### src/rtl/cordic_arb.sv
// cordic_arb: round-robin scheduler sharing one CV_CORDIC core; define CORDIC_ARB_QUADFIX_EN for x<0 half-plane pre-rotation
module cordic_arb #(
  parameter int NREQ = 4,
  parameter int W = 16,
  parameter int ITER = 16,
  parameter int EXTRA = 2,
  localparam int IDW = $clog2(NREQ)
) (
  input  logic              clk,
  input  logic              rst,
  input  logic [NREQ-1:0]   req_valid_i,
  output logic [NREQ-1:0]   req_ready_o,
  input  logic [NREQ*W-1:0] req_x_i,
  input  logic [NREQ*W-1:0] req_y_i,
  output logic              core_start_o,
  output logic [W-1:0]      core_x_o,
  output logic [W-1:0]      core_y_o,
  output logic [W-1:0]      core_yn_o,
  output logic [7:0]        core_n_o,
  input  logic [W-1:0]      core_r_i,
  input  logic [W-1:0]      core_phi_i,
  output logic              res_valid_o,
  input  logic              res_ready_i,
  output logic [IDW-1:0]    res_id_o,
  output logic [W-1:0]      res_r_o,
  output logic [W-1:0]      res_phi_o
);
  localparam int CW = $clog2(ITER + EXTRA + 1);
  localparam logic [CW-1:0] CNT_INIT = CW'(ITER + EXTRA - 1);
  typedef enum logic [1:0] {IDLE, ISSUE, BUSY, HOLD} state_t;
  state_t state_q, state_d;
  logic [IDW-1:0] rr_q, rr_d, id_q, id_d, gnt_id;
  logic gnt_v;
  logic [CW-1:0] cnt_q, cnt_d;
  logic start_q, start_d, valid_q, valid_d;
  logic [W-1:0] x_q, x_d, y_q, y_d, r_q, r_d, phi_q, phi_d;
  logic [W-1:0] sel_x, sel_y, iss_x, iss_y, cap_phi;

  function automatic logic [IDW-1:0] idx(input logic [IDW-1:0] p, input int k);
    return IDW'((int'(p) + k) % NREQ);
  endfunction

  // descending scan so the nearest valid requester at or after rr wins
  always_comb begin
    gnt_v = 1'b0;
    gnt_id = '0;
    for (int k = NREQ - 1; k >= 0; k--) begin
      if (req_valid_i[idx(rr_q, k)]) begin
        gnt_v = 1'b1;
        gnt_id = idx(rr_q, k);
      end
    end
  end

  assign sel_x = req_x_i[gnt_id*W +: W];
  assign sel_y = req_y_i[gnt_id*W +: W];
  assign req_ready_o = (state_q == IDLE && gnt_v && !rst) ? NREQ'(1) << gnt_id : '0;

`ifdef CORDIC_ARB_QUADFIX_EN
  localparam logic [W-1:0] PI = W'(25736);
  logic flag_q, y_nonneg;

  function automatic logic [W-1:0] sneg(input logic [W-1:0] v);
    return (v == {1'b1, {(W-1){1'b0}}}) ? {1'b0, {(W-1){1'b1}}} : -v;
  endfunction

  assign iss_x = sel_x[W-1] ? sneg(sel_x) : sel_x;
  assign iss_y = sel_x[W-1] ? sneg(sel_y) : sel_y;
  // the issued y is the negated original, so original y>=0 shows up as issued y<=0
  assign y_nonneg = y_q[W-1] || (y_q == '0);
  assign cap_phi = !flag_q ? core_phi_i : y_nonneg ? core_phi_i + PI : core_phi_i - PI;

  always_ff @(posedge clk)
    flag_q <= rst ? 1'b0 : (state_q == IDLE && gnt_v) ? sel_x[W-1] : flag_q;
`else
  assign iss_x = sel_x;
  assign iss_y = sel_y;
  assign cap_phi = core_phi_i;
`endif

  always_comb begin
    state_d = state_q;
    rr_d = rr_q;
    id_d = id_q;
    cnt_d = cnt_q;
    start_d = 1'b0;
    valid_d = valid_q;
    x_d = x_q;
    y_d = y_q;
    r_d = r_q;
    phi_d = phi_q;
    case (state_q)
      IDLE: if (gnt_v) begin
        rr_d = (gnt_id == IDW'(NREQ - 1)) ? '0 : gnt_id + 1'b1;
        id_d = gnt_id;
        x_d = iss_x;
        y_d = iss_y;
        start_d = 1'b1;
        state_d = ISSUE;
      end
      ISSUE: begin
        cnt_d = CNT_INIT;
        state_d = BUSY;
      end
      BUSY: begin
        cnt_d = (cnt_q == '0) ? '0 : cnt_q - 1'b1;
        if (cnt_q == '0) begin
          r_d = core_r_i;
          phi_d = cap_phi;
          valid_d = 1'b1;
          state_d = HOLD;
        end
      end
      default: if (res_ready_i) begin
        valid_d = 1'b0;
        state_d = IDLE;
      end
    endcase
  end

  always_ff @(posedge clk) begin
    if (rst) begin
      state_q <= IDLE;
      rr_q <= '0;
      id_q <= '0;
      cnt_q <= '0;
      start_q <= 1'b0;
      valid_q <= 1'b0;
      x_q <= '0;
      y_q <= '0;
      r_q <= '0;
      phi_q <= '0;
    end else begin
      state_q <= state_d;
      rr_q <= rr_d;
      id_q <= id_d;
      cnt_q <= cnt_d;
      start_q <= start_d;
      valid_q <= valid_d;
      x_q <= x_d;
      y_q <= y_d;
      r_q <= r_d;
      phi_q <= phi_d;
    end
  end

  assign core_start_o = start_q;
  assign core_x_o = x_q;
  assign core_y_o = y_q;
  assign core_yn_o = '0;
  assign core_n_o = 8'(ITER);
  assign res_valid_o = valid_q;
  assign res_id_o = id_q;
  assign res_r_o = r_q;
  assign res_phi_o = phi_q;
endmodule

### config.mk
export PLATFORM = sky130hd
export DESIGN_NAME = cordic_arb
export DESIGN_NICKNAME = d
export VERILOG_FILES = /design/src/rtl/cordic_arb.sv
export SDC_FILE = /design/constraint.sdc
export NUM_CORES = 1
export LEC_CHECK = 0
export CORE_MARGIN = 2
export CORE_UTILIZATION = 36
export DETAILED_ROUTE_END_ITERATION = 8
export PLACE_DENSITY_LB_ADDON = 0.1
export SYNTH_ARGS = -nofsm -noshare
export SYNTH_HDL_FRONTEND = slang
export SYNTH_SLANG_ARGS = --single-unit
### constraint.sdc
create_clock -name clk -period 2.4 [get_ports clk]
set_input_delay 0.48 -clock clk [delete_from_list [all_inputs] [get_ports clk]]
set_output_delay 0.48 -clock clk [all_outputs]
set_load 0.05 [all_outputs]
==> reports/metrics.yaml <==
crit_type: "input port to output pin"
worstSkewPairLatency_ps: 340
clock_path_buffers: 2
grt_use_total_pct: 22.3
ys.flop_type: "dfxtp_1"
yosysTopAreaCell: "dfxtp_1"
fmax_mhz: 432
fin_crit_ps: 2320
start_kind: "input port"
period_share_pct: 96.5
cts-root-buf: "clkbuf_8"
synth_area_per_cell_sq_um: 7.30
num_io_pins: 263
firstDrtPassIters: 4
utilization_pct: 62.0
antenna_left: 0
clk_pin_slew_ps: 70
rows: 38
routed_wl_um: 13600
cts_buffers: 9
hold_viol_final: 0
grt_first_pass_wirelength_um: 20500
overflow: 0
routed_via_density: 4.93
irDropWorstVdd_mv: 0.600
hold_slack_ps: 455
tightest_slew_ps: 561
hold_path.class: "flop to flop"
drive_above_1_share_pct: 6.87
grt_max_degree: 43
fin_skew_ps: 10.5
status: "completed"
syn_to_final_growth_pct: 68.8
rsz0062_at_grt: "no"
diodes: 0
reg2reg_from: "rr_q[1]$_SDFFE_PP0P_"
htreeDepth: 3
clock-sinks: 77
arrival_ps: 1840
dieWidth_um: 109
globalplace.congestion: 0.829
nNetsFinal: 939
synthDominantCellAreaShare_pct: 39.0
placed_cells: 895
grt_pass1_vias: 4238
antenna_found_initial: 0
p_leak_nw: 2.68
ys_warn_count: 0
finalWorstSetupSlack_ps: 84.1
powerDensity_mw_per_mm2: 1120
seq_area_frac_synth_pct: 39.0
dp_hpwl_um: 10400
setup_violations: 0
startpoint: "req_valid_i[2]"
maxSlewViolCount: 0
crit_required_ps: 1920
stdcell_count: 911
routedWlPerCell_um: 15.0
syn-cell-area_sq_mm: 0.00395
synth.area.top_cells: "dfxtp_1 39%, nand2_1 19%, a22o_1 7.1%"
hold_start: "res_phi_o[2]$_SDFFE_PP0P_"
drc_errors: 0
pre_cts_slack_ps: -188
worstSetupEndpointType: "output pin"
drt_iter0_markers: 261
netlist-cell-type-count: 33
async_flop_share_pct: 0
cap_violations: 0
max-slew-margin-rel_pct: 62.5
vias: 4495
cts_tree: "yes"
fill_cells: 991
core_sq_mm: 0.0107
synthCells: 541
fp.dieArea_sq_mm: 0.0118
synth_edf_count: 0
initial_utilization_pct: 36.7
io_buffers: 238
fp.dieH_um: 109
path_max_fanout: 6
fin_setup_tns_ps: 0
synth_seq_cells: 77
==> sequential cells by signal (all words and copies together), names as in the netlist <==
name	cells
res_valid_o	1
cnt_q	5
core_y_o	16
res_id_o	2
state_q	2
res_r_o	16
core_x_o	16
core_start_o	1
rr_q	2
res_phi_o	16
==> cells in the final DEF (no fill, tap or decap), types with 8 or more instances in the layout <==
cell type and instances:
clkdlybuf4s50_1 230, nand2_1 203, dfxtp_1 76, a21oi_1 39, nand3_1 32, a31oi_1 32, a22o_1 32, conb_1 24
buf_4 16, clkbuf_8 9, inv_1 8, nor2_1 8
==> what timing repair did <==
action,4_1_cts,5_1_grt
pin swaps,3,0
endpoints found under the setup margin,4,3
buffers inserted,0,0
endpoints found under the hold margin,0,0
gates resized for setup,11,4
hold buffers,0,0
==> cells by family (layout without fill, tap and decap cells) <==
kind of cell             after synthesis  in the layout  synth area share [%]
AND/OR/NAND/NOR                      258            258                  26.9
AO/OA/AOI/OAI                        119            119                  20.1
flip-flops                            77             77                  39.0
buffers and inverters                 75            283                  10.8
adder cells (fa/ha/maj)                6              6                  1.90
multiplexers                           4              4                  1.01
other                                  2             24                 0.190
==> per-layer routing <==
| metal | track usage, % | up-vias | routed length, um |
|---|---|---|---|
| met5 | 0 | - | 0 |
| met4 | 5.68 | 0 | 183 |
| met3 | 7.53 | 14 | 1220 |
| met2 | 40.2 | 183 | 6960 |
| met1 | 25.1 | 2074 | 5280 |
| li1 | - | 2224 | - |
==> power breakdown <==
| group | internal [mW] | switching (mW) | leakage (nW) | total, mW |
|---|---|---|---|---|
| Combinational | 1.63 | 2.82 | 1.94 | 4.46 |
| Sequential | 1.68 | 0.249 | 0.631 | 1.93 |
| Clock | 0.586 | 0.487 | 0.110 | 1.07 |
==> cell type report <==
class	instances	area [sq um]	area share (%)
sequential	77	1540	23.1
multi-input combinational	411	2110	31.7
clock buffer	10	128	1.91
inverter	10	40.0	0.601
timing repair buffer	257	2580	38.7
clock inverter	6	87.6	1.31
tap	140	175	2.63
==> through the flow <==
step	area, sq um	power, mW
after CTS	6640	7.47
after detailed placement	6410	6.35
after floorplan	4050	4.88
final	6670	7.46
after global placement	6410	6.30
after global routing	6670	7.91
==> Yosys cell counts (all sizes together) (3+ instances only) <==
| library cell | count |
|---|---|
| mux2i | 4 |
| a21oi | 40 |
| o21ai | 8 |
| ha | 6 |
| nand3 | 32 |
| dfxtp | 77 |
| nor2 | 8 |
| a31oi | 32 |
| clkbuf | 12 |
| a22o | 32 |
| nand2 | 203 |
| nand2b | 3 |
| buf | 53 |
| nor3 | 4 |
| inv | 10 |
==> critical path, stage by stage <==
cell,delay [ps]
dlygate4sd2_1,260
buf_4,140
mux2i_1,130
o221a_2,270
inv_4,80
ha_1,190
and2_1,140
buf_6,150
==> worst paths after layout <==
kind | endpoint | slack [ps] | cells past startpoint
worst max register to register | core_y_o[15]$_SDFFE_PP0P_ | 470 | 7
worst min register to register | res_phi_o[2]$_SDFFE_PP0P_ | 450 | 2
worst min-delay path | res_phi_o[2]$_SDFFE_PP0P_ | 450 | 2
worst max-delay path | req_ready_o[2] | 80 | 8
Note: power is estimated with default switching activity, not from simulation.
